### src/rtl/seven_seg_scanner_if.sv
// Display bus between game-state logic and the 7-segment scanner.
// master drives digit data and update; slave drives the seg/an pins.
interface seven_seg_scanner_if #(
    parameter int NUM_DIGITS = 4
);
    logic [4*NUM_DIGITS-1:0] digits;
    logic [NUM_DIGITS-1:0]   dp;
    logic [NUM_DIGITS-1:0]   blank;
    logic [NUM_DIGITS-1:0]   blink;
    logic                    update;
    logic [7:0]              seg;
    logic [NUM_DIGITS-1:0]   an;
    logic                    frame_done;

    modport master (
        output digits, dp, blank, blink, update,
        input  seg, an, frame_done
    );

    modport slave (
        input  digits, dp, blank, blink, update,
        output seg, an, frame_done
    );
endinterface

### src/rtl/seven_seg_scanner.sv
// Multiplexed common-anode 7-segment scanner with frame-synchronous update.
// Optional blinking is enabled by defining SEVSEG_BLINK_EN.
module seven_seg_scanner #(
    parameter int NUM_DIGITS   = 4,
    parameter int REFRESH_DIV  = 100000,
    parameter int BLINK_FRAMES = 64
) (
    input logic             clk,
    input logic             rst_n,
    seven_seg_scanner_if.slave bus
);
    localparam int CW = $clog2(REFRESH_DIV);
    localparam int IW = $clog2(NUM_DIGITS);

    logic [CW-1:0]           cnt;
    logic [IW-1:0]           idx;
    logic [IW-1:0]           nxt_idx;
    logic                    tick;
    logic                    last;
    logic                    wrap;
    logic                    cap;
    logic                    pending;

    logic [4*NUM_DIGITS-1:0] sh_digits;
    logic [NUM_DIGITS-1:0]   sh_dp;
    logic [NUM_DIGITS-1:0]   sh_blank;
    logic [4*NUM_DIGITS-1:0] nxt_digits;
    logic [NUM_DIGITS-1:0]   nxt_dp;
    logic [NUM_DIGITS-1:0]   nxt_blank;

    logic [7:0]              seg_q;
    logic [7:0]              seg_nxt;
    logic [NUM_DIGITS-1:0]   an_q;
    logic [NUM_DIGITS-1:0]   an_nxt;
    logic [3:0]              nib;
    logic                    dark;

    function automatic logic [6:0] hex7(input logic [3:0] v);
        logic [6:0] s;
        unique case (v)
            4'h0: s = 7'b1000000;
            4'h1: s = 7'b1111001;
            4'h2: s = 7'b0100100;
            4'h3: s = 7'b0110000;
            4'h4: s = 7'b0011001;
            4'h5: s = 7'b0010010;
            4'h6: s = 7'b0000010;
            4'h7: s = 7'b1111000;
            4'h8: s = 7'b0000000;
            4'h9: s = 7'b0010000;
            4'hA: s = 7'b0001000;
            4'hB: s = 7'b0000011;
            4'hC: s = 7'b1000110;
            4'hD: s = 7'b0100001;
            4'hE: s = 7'b0000110;
            4'hF: s = 7'b0001110;
        endcase
        return s;
    endfunction

    assign tick    = (cnt == CW'(REFRESH_DIV - 1));
    assign last    = (idx == IW'(NUM_DIGITS - 1));
    assign wrap    = tick & last;
    assign cap     = wrap & (pending | bus.update);
    assign nxt_idx = last ? '0 : idx + 1'b1;

    // Values in force for the slot that starts after this edge; a capture
    // on the wrap must already be visible in digit 0 of the new frame.
    assign nxt_digits = cap ? bus.digits : sh_digits;
    assign nxt_dp     = cap ? bus.dp     : sh_dp;
    assign nxt_blank  = cap ? bus.blank  : sh_blank;

`ifdef SEVSEG_BLINK_EN
    localparam int FW = (BLINK_FRAMES > 1) ? $clog2(BLINK_FRAMES) : 1;

    logic [FW-1:0]         fcnt;
    logic                  phase;
    logic                  nxt_phase;
    logic [NUM_DIGITS-1:0] sh_blink;
    logic [NUM_DIGITS-1:0] nxt_blink;

    assign nxt_blink = cap ? bus.blink : sh_blink;
    assign nxt_phase = (wrap && fcnt == FW'(BLINK_FRAMES - 1)) ? ~phase : phase;

    // Count completed frames and flip the blink phase every BLINK_FRAMES.
    always_ff @(posedge clk or negedge rst_n) begin
        if (!rst_n) begin
            fcnt  <= '0;
            phase <= 1'b0;
        end else if (wrap) begin
            fcnt  <= (fcnt == FW'(BLINK_FRAMES - 1)) ? '0 : fcnt + 1'b1;
            phase <= nxt_phase;
        end
    end

    // Blink mask is latched with the rest of the frame data.
    always_ff @(posedge clk or negedge rst_n) begin
        if (!rst_n)
            sh_blink <= '0;
        else if (cap)
            sh_blink <= bus.blink;
    end

    assign dark = nxt_blank[nxt_idx] | (nxt_phase & nxt_blink[nxt_idx]);
`else
    logic unused_blink;
    assign unused_blink = ^bus.blink;
    assign dark = nxt_blank[nxt_idx];
`endif

    // Build the cathode/anode pattern for the upcoming slot.
    always_comb begin
        nib     = nxt_digits[4*nxt_idx +: 4];
        an_nxt  = ~(NUM_DIGITS'(1) << nxt_idx);
        seg_nxt = 8'hFF;
        if (!dark)
            seg_nxt = {~nxt_dp[nxt_idx], hex7(nib)};
    end

    // Slot prescaler.
    always_ff @(posedge clk or negedge rst_n) begin
        if (!rst_n)
            cnt <= '0;
        else
            cnt <= tick ? '0 : cnt + 1'b1;
    end

    // Digit index and registered pin drive advance together on each tick.
    always_ff @(posedge clk or negedge rst_n) begin
        if (!rst_n) begin
            idx   <= '0;
            seg_q <= 8'hFF;
            an_q  <= '1;
        end else if (tick) begin
            idx   <= nxt_idx;
            seg_q <= seg_nxt;
            an_q  <= an_nxt;
        end
    end

    // Remember an update request until the next frame boundary.
    always_ff @(posedge clk or negedge rst_n) begin
        if (!rst_n)
            pending <= 1'b0;
        else if (cap)
            pending <= 1'b0;
        else if (bus.update)
            pending <= 1'b1;
    end

    // Shadow copy of the display data; starts dark until the first update.
    always_ff @(posedge clk or negedge rst_n) begin
        if (!rst_n) begin
            sh_digits <= '0;
            sh_dp     <= '0;
            sh_blank  <= '1;
        end else if (cap) begin
            sh_digits <= bus.digits;
            sh_dp     <= bus.dp;
            sh_blank  <= bus.blank;
        end
    end

    assign bus.seg        = seg_q;
    assign bus.an         = an_q;
    assign bus.frame_done = wrap;
endmodule

### src/flat_wrapper.sv
// flat-port wrapper written by rule: the top's interface ports become plain ports
module seven_seg_scanner_flat 
#(
    parameter int NUM_DIGITS   = 4,
    parameter int REFRESH_DIV  = 100000,
    parameter int BLINK_FRAMES = 64
)
  (clk, rst_n, bus_digits, bus_dp, bus_blank, bus_blink, bus_update, bus_seg, bus_an, bus_frame_done);
  seven_seg_scanner_if #(.NUM_DIGITS(NUM_DIGITS)) bus_i ();
  input logic clk;
  input logic rst_n;
  input wire logic [$bits(bus_i.digits)-1:0] bus_digits;
  input wire logic [$bits(bus_i.dp)-1:0] bus_dp;
  input wire logic [$bits(bus_i.blank)-1:0] bus_blank;
  input wire logic [$bits(bus_i.blink)-1:0] bus_blink;
  input wire logic [$bits(bus_i.update)-1:0] bus_update;
  output wire logic [$bits(bus_i.seg)-1:0] bus_seg;
  output wire logic [$bits(bus_i.an)-1:0] bus_an;
  output wire logic [$bits(bus_i.frame_done)-1:0] bus_frame_done;
  assign bus_i.digits = bus_digits;
  assign bus_i.dp = bus_dp;
  assign bus_i.blank = bus_blank;
  assign bus_i.blink = bus_blink;
  assign bus_i.update = bus_update;
  assign bus_seg = bus_i.seg;
  assign bus_an = bus_i.an;
  assign bus_frame_done = bus_i.frame_done;
  seven_seg_scanner #(.NUM_DIGITS(NUM_DIGITS), .REFRESH_DIV(REFRESH_DIV), .BLINK_FRAMES(BLINK_FRAMES)) u_core (.clk(clk), .rst_n(rst_n), .bus(bus_i));
endmodule
### config.mk
export PLATFORM = sky130hd
export DESIGN_NAME = seven_seg_scanner_flat
export DESIGN_NICKNAME = d
export VERILOG_FILES = /design/src/rtl/seven_seg_scanner_if.sv /design/src/rtl/seven_seg_scanner.sv /design/src/flat_wrapper.sv
export SDC_FILE = /design/constraint.sdc
export NUM_CORES = 1
export LEC_CHECK = 0
export CORE_MARGIN = 5
export CORE_UTILIZATION = 55
export DETAILED_ROUTE_END_ITERATION = 6
export HOLD_SLACK_MARGIN = 0.15
export PLACE_DENSITY = 0.85
export SETUP_SLACK_MARGIN = 0.4
export SLEW_MARGIN = 10
export SYNTH_ARGS = -nofsm -noshare
export SYNTH_HDL_FRONTEND = slang
export SYNTH_SLANG_ARGS = --single-unit
### constraint.sdc
create_clock -name clk -period 4.1 [get_ports clk]
set_input_delay 0.82 -clock clk [delete_from_list [all_inputs] [get_ports clk]]
set_output_delay 0.82 -clock clk [all_outputs]
set_load 0.01 [all_outputs]
Word-level counts from Yosys, hierarchy flattened

Memory sizes are Yosys's and may differ from the RTL's.
Index checks and enable logic that the tools add are counted.

Shifts and indexed selects: 2
Add/sub/neg operators: 2
Mux-type cells: 12
Reductions and logical operators: 1
Eq/ne operators: 2
Magnitude comparators: 1
Bitwise gates (word level): 5

Operators by type and width:

| cell                                                       | count |
|---|---|
| adder 17 x 1 -> 17 bit, second input constant              | 1 |
| equality test 17 bit, second input constant                | 1 |
| two-way mux 17 bit                                         | 1 |
| two-way mux 16 bit                                         | 1 |
| variable part select 16 x 5 -> 4 bit                       | 1 |
| two-way mux 4 bit                                          | 2 |
| two-way mux 8 bit                                          | 1 |
| binary-select mux 1 bit (select 2 bit)                     | 2 |
| two-way mux 1 bit                                          | 4 |
| inverter 4 bit                                             | 1 |
| << shifter 1 x 2 -> 4 bit, first input constant            | 1 |
| less-than comparator 2 x 3 -> 1 bit, second input constant | 1 |
| adder 2 x 1 -> 2 bit, second input constant                | 1 |
| AND 1 bit                                                  | 2 |
| equality test 2 bit, second input constant                 | 1 |
| two-way mux 2 bit                                          | 1 |
| nonzero test 2 bit                                         | 1 |
| inverter 1 bit                                             | 1 |
| bitwise OR 1 bit                                           | 1 |

Output and inout bits: 13
Memories kept: 1
Memory bits (read-only): 112
Word-level logic and storage cells: 34
Input port bits: 31
Register bits after elaboration: 56

Memory list:

| name            | words | bits a word | read ports | clocked after Yosys merged registers in | wr ports | line                    | RTL |
|---|---|---|---|---|---|---|---|
| (no name shown) | 16    | 7           | 1          | 0                                       | 0        | seven_seg_scanner.sv:40 | `unique case (v)` |

Logic depth before layout (Yosys ltp)

Depth after elaboration: 8
Depth in mapped cells: 12
Depth with buffers taken out: 11

Least setup slack after synthesis

No wires, ideal clock.

Path type: input -> register
Start: input port bus_update
End: register u_core.seg_q[0] (netlist: u_core.bus.seg[0])
Slack: 1,243 ps
Buffers on the path: 0
Arrival time: 2,768 ps
Stages on the path: 8
Data required time: 4,012 ps
Setup time: 88 ps
Cell sequence: o21ai_1 > nor2_8 > mux2i_1 > mux4_2 > ha_1 > mux2_2 > o221ai_1 > a31oi_1

Word-level cells in the longest chain between the ends: 6
Elaborated cells on any way between the ends: 9
Those cells by class: shift: 1; mux: 5; bitwise: 2; memory: 1

RTL lines:

| item                                                                                           | line                                               | RTL |
|---|---|---|
| start, declared                                                                                | flat_wrapper.sv:16                                 | `input wire logic [$bits(bus_i.update)-1:0] bus_update;` |
| bitwise OR 1 bit *                                                                             | seven_seg_scanner.sv:64                            | `assign cap = wrap & (pending \| bus.update);` |
| AND 1 bit *                                                                                    | seven_seg_scanner.sv:64                            |  |
| two-way mux 16 bit or two-way mux 4 bit (tied branches)                                        | seven_seg_scanner.sv:69, seven_seg_scanner.sv:71   |  |
| variable part select 16 x 5 -> 4 bit or binary-select mux 1 bit (select 2 bit) (tied branches) | seven_seg_scanner.sv:113, seven_seg_scanner.sv:108 |  |
| memory read (16 x 7 bit) or two-way mux 1 bit (tied branches)                                  | --                                                 |  |
| two-way mux 8 bit *                                                                            | seven_seg_scanner.sv:116                           | `if (!dark)` |
| end signal, assigned                                                                           | seven_seg_scanner.sv:136                           | `seg_q <= seg_nxt;` |
| end, declared                                                                                  | seven_seg_scanner.sv:31                            | `logic [7:0] seg_q;` |

Mark *: on every way between the ends. The rest lies on a longest branch, timed or not. The select of a mux whose other input is x is not followed.
A chain may end at the register's enable or synchronous reset.

Final worst setup path

Start: register u_core.cnt[0]
End: output port bus_frame_done

Word-level cells in the longest chain between the ends: 2

RTL lines:

| item                   | line                     | RTL |
|---|---|---|
| start, declared        | seven_seg_scanner.sv:15  | `logic [CW-1:0] cnt;` |
| start signal, assigned | seven_seg_scanner.sv:125 | `cnt <= tick ? '0 : cnt + 1'b1;` |
| equality test 17 bit   | seven_seg_scanner.sv:61  | `assign tick = (cnt == CW'(REFRESH_DIV - 1));` |
| AND 1 bit              | seven_seg_scanner.sv:63  | `assign wrap = tick & last;` |
| end, declared          | flat_wrapper.sv:19       | `output wire logic [$bits(bus_i.frame_done)-1:0] bus_frame_done;` |

No other way between the ends.

==> flow_summary.yaml <==
outcome:
  status: "finished, final reports clean"
power_and_ir_drop:
  max-vdd-ir-drop_mv: 0.184
  seqPwrFrac_pct: 62.5
  leakage_nw: 1.55
  power_density_nw_per_um2: 256
  switching_share_pct: 21.5
  power.clock.fraction_pct: 33.3
  p_int_w: 0.000694
  p_sw_w: 0.000190
  p_comb_share_pct: 4.2
  p_total_w: 0.000884
yosys:
  synth_top_cell_by_area: "dfrtp_1"
  synth_top_area_share_pct: 34.5
  yosysSeqAreaShare_pct: 48.9
  ys_warn_count: 0
  synth.distinct_cells: 48
  synth_edf_count: 0
  syn_area_per_cell_um2: 10.7
  synth-seq-cells: 56
  synth_cells: 271
  synth_ff_type: "dfrtp_1"
  ys_top_cells_by_area: "dfrtp_1, dfstp_2, mux2_2"
  syn-cell-area_um2: 2900
  syn_nets: 314
  async_flop_share_pct: 100
die:
  start_util_pct: 56.9
  die_width_um: 82.7
  num_rows: 26
  die_y_um: 82.7
  ios: 44
  core-area_um2: 5110
  die-area_um2: 6830
timing:
  finalHoldViolations: 0
  worst_slew_pin_slew_ps: 1040
  slew_viol_final: 0
  period_needed_ps: 3460
  clock_skew_ps: 8.55
  setup_viol: 0
  worst_slack_ps: 638
  grt_setup_unrepaired: "false"
  fin_crit_sh_pct: 84.4
  slew_headroom_pct: 30.7
  fin_tns_setup_ps: 0
  max_freq_ghz: 0.289
layout:
  area_growth_pct: 18.9
  antenna_cells: 0
  final_cells: 382
  design_area_um2: 3450
  final_nets: 354
  mostFrequentLayoutCells: "dfrtp_1, clkdlybuf4s50_1, nand2_1"
  layout-drive-gt1-share_pct: 17.3
  layout_commonest_cell: "dfrtp_1"
placement:
  post-place-ws_ps: 525
  gp_congestion: 0.880
  dp_hpwl_um: 4280
  dp_cells: 374
  place_area_um2: 3360
  port_buffers: 39
routing:
  drt-total-wl_um: 5840
  drc: 0
  drt_iter0_markers: 215
  antenna_left: 0
  dr.pass1.iters: 4
  vias: 2195
  vias_per_cell: 5.75
  wire_per_inst_um: 15.3
global_route:
  grt_pass1_vias: 2167
  grt_max_degree: 50
  overflow: 0
  grt_pass1_wl_um: 9930
  antenna_found_initial: 0
  gr-usage-all-layers_pct: 18.8
critical_path:
  slowest_stage: "and4_1"
  cp.arrival_ps: 2640
  critPathMaxStageDelay_ps: 590
  criticalPathCategory: "register to primary output"
  cp_max_fo: 15
  crit_path_cell_trace: "ha_1 > and4_1 > and4_1 > and2_1 > clkdlybuf4s50_1"
  path_common_cell: "and4_1"
  end_kind: "primary output"
  required_ps: 3280
  cp-start-kind: "register"
clocking:
  cts_tree: "built"
  clkSlewWorstSetupHoldPaths_ps: 100
  htree_levels: 2
  clk_path_buf_depth: 2
  cts_buffers: 5
  insertion_delay_ps: 310
  cts_resized: 0
  post_cts_buffers: 0
  cts-hold-fix-buffers: 0
  cts.root.buffer_cell: "clkbuf_8"
  cts_sinks: 56
worst_hold_path:
  hp-class: "register to register"
flow_run:
  max_cap_viol_count: 0
[critical path, delay by kind of cell (launching register included)]
| kind | cells | cell delay [ps] |
|---|---|---|
| adder cells (fa/ha/maj) | 1 | 230 |
| flip-flops | 1 | 400 |
| AND/OR/NAND/NOR | 3 | 1170 |
| buffers and inverters | 1 | 540 |
[metrics by stage]
step	hold WS, ps	util [%]
after CTS	495	67.6
after floorplan	442	-
after detailed placement	471	65.9
after global placement	461	65.9
final	488	67.6
after global routing	503	67.6
[synth_stat cells, types with 2 or more instances]
master     n
inv_1     10
mux2i_1    4
nand2b_1   2
buf_1      2
clkbuf_1   6
and2_1     6
nand3_1   11
and3_1     4
a211o_1    2
nor2_1    20
and4_1     3
nor3_1     7
xor2_1     7
ha_1      12
o32a_1     3
mux2_2    18
nand4_1    3
xnor2_1    8
dfstp_2   16
dfrtp_1   40
o21ai_0   15
a21o_1     2
a31oi_1    8
a21oi_1   10
a211oi_1   3
nand2_1   27
[sequential cells by signal (all words and copies together) (netlist names)]
signal and flops:
u_core.cnt 17, u_core.sh_digits 16, u_core.bus.seg 8, u_core.bus.an 4, u_core.sh_blank 4, u_core.sh_dp 4, u_core.idx 2, u_core.pending 1
[layout make-up]
type	count	area [um2]
timing repair buffer	42	408
multi-input combinational	196	1410
inverter	10	37.5
clock buffer	5	68.8
fill	393	1660
tap	70	87.6
sequential	56	1420
clock inverter	3	18.8
[final timing paths]
check	from	to	slack, ps	cells after the start
max	u_core.cnt[0]	bus_frame_done	640	5
min	u_core.bus.an[2]	u_core.bus.an[2]	490	2
max reg2reg	u_core.cnt[0]	u_core.bus.seg[0]	730	11
min reg2reg	u_core.bus.an[2]	u_core.bus.an[2]	490	2
max in group asynchronous	rst_n	u_core.sh_blank[2]	2610	2
min in group asynchronous	rst_n	u_core.cnt[6]	690	1
[power by group through the flow]
stage                     Clock, W  Sequential, W  Combinational, W
final                     0.000294       0.000553         0.0000370
after global routing      0.000323       0.000553         0.0000409
after CTS                 0.000303       0.000553         0.0000382
after detailed placement         0       0.000563         0.0000381
after global placement           0       0.000563         0.0000378
after floorplan                  0       0.000563       0.000000337
[cells by family after synthesis]
family / share of synthesized area, %
and+or+nand+nor: 17.3
DFF: 48.9
AOI/OAI and AO/OA: 12.4
muxes: 9.13
buffers and inverters: 2.50
xor gates and xnor gates: 4.52
adders and majority gates: 5.17
[per-layer routing]
| metal | routed length [um] | track usage [%] |
|---|---|---|
| met5 | 0 | 0 |
| met4 | 63 | 4.74 |
| met3 | 331 | 3.36 |
| met2 | 2850 | 31.8 |
| met1 | 2600 | 25.0 |
Power figures use the tool's default switching activity.
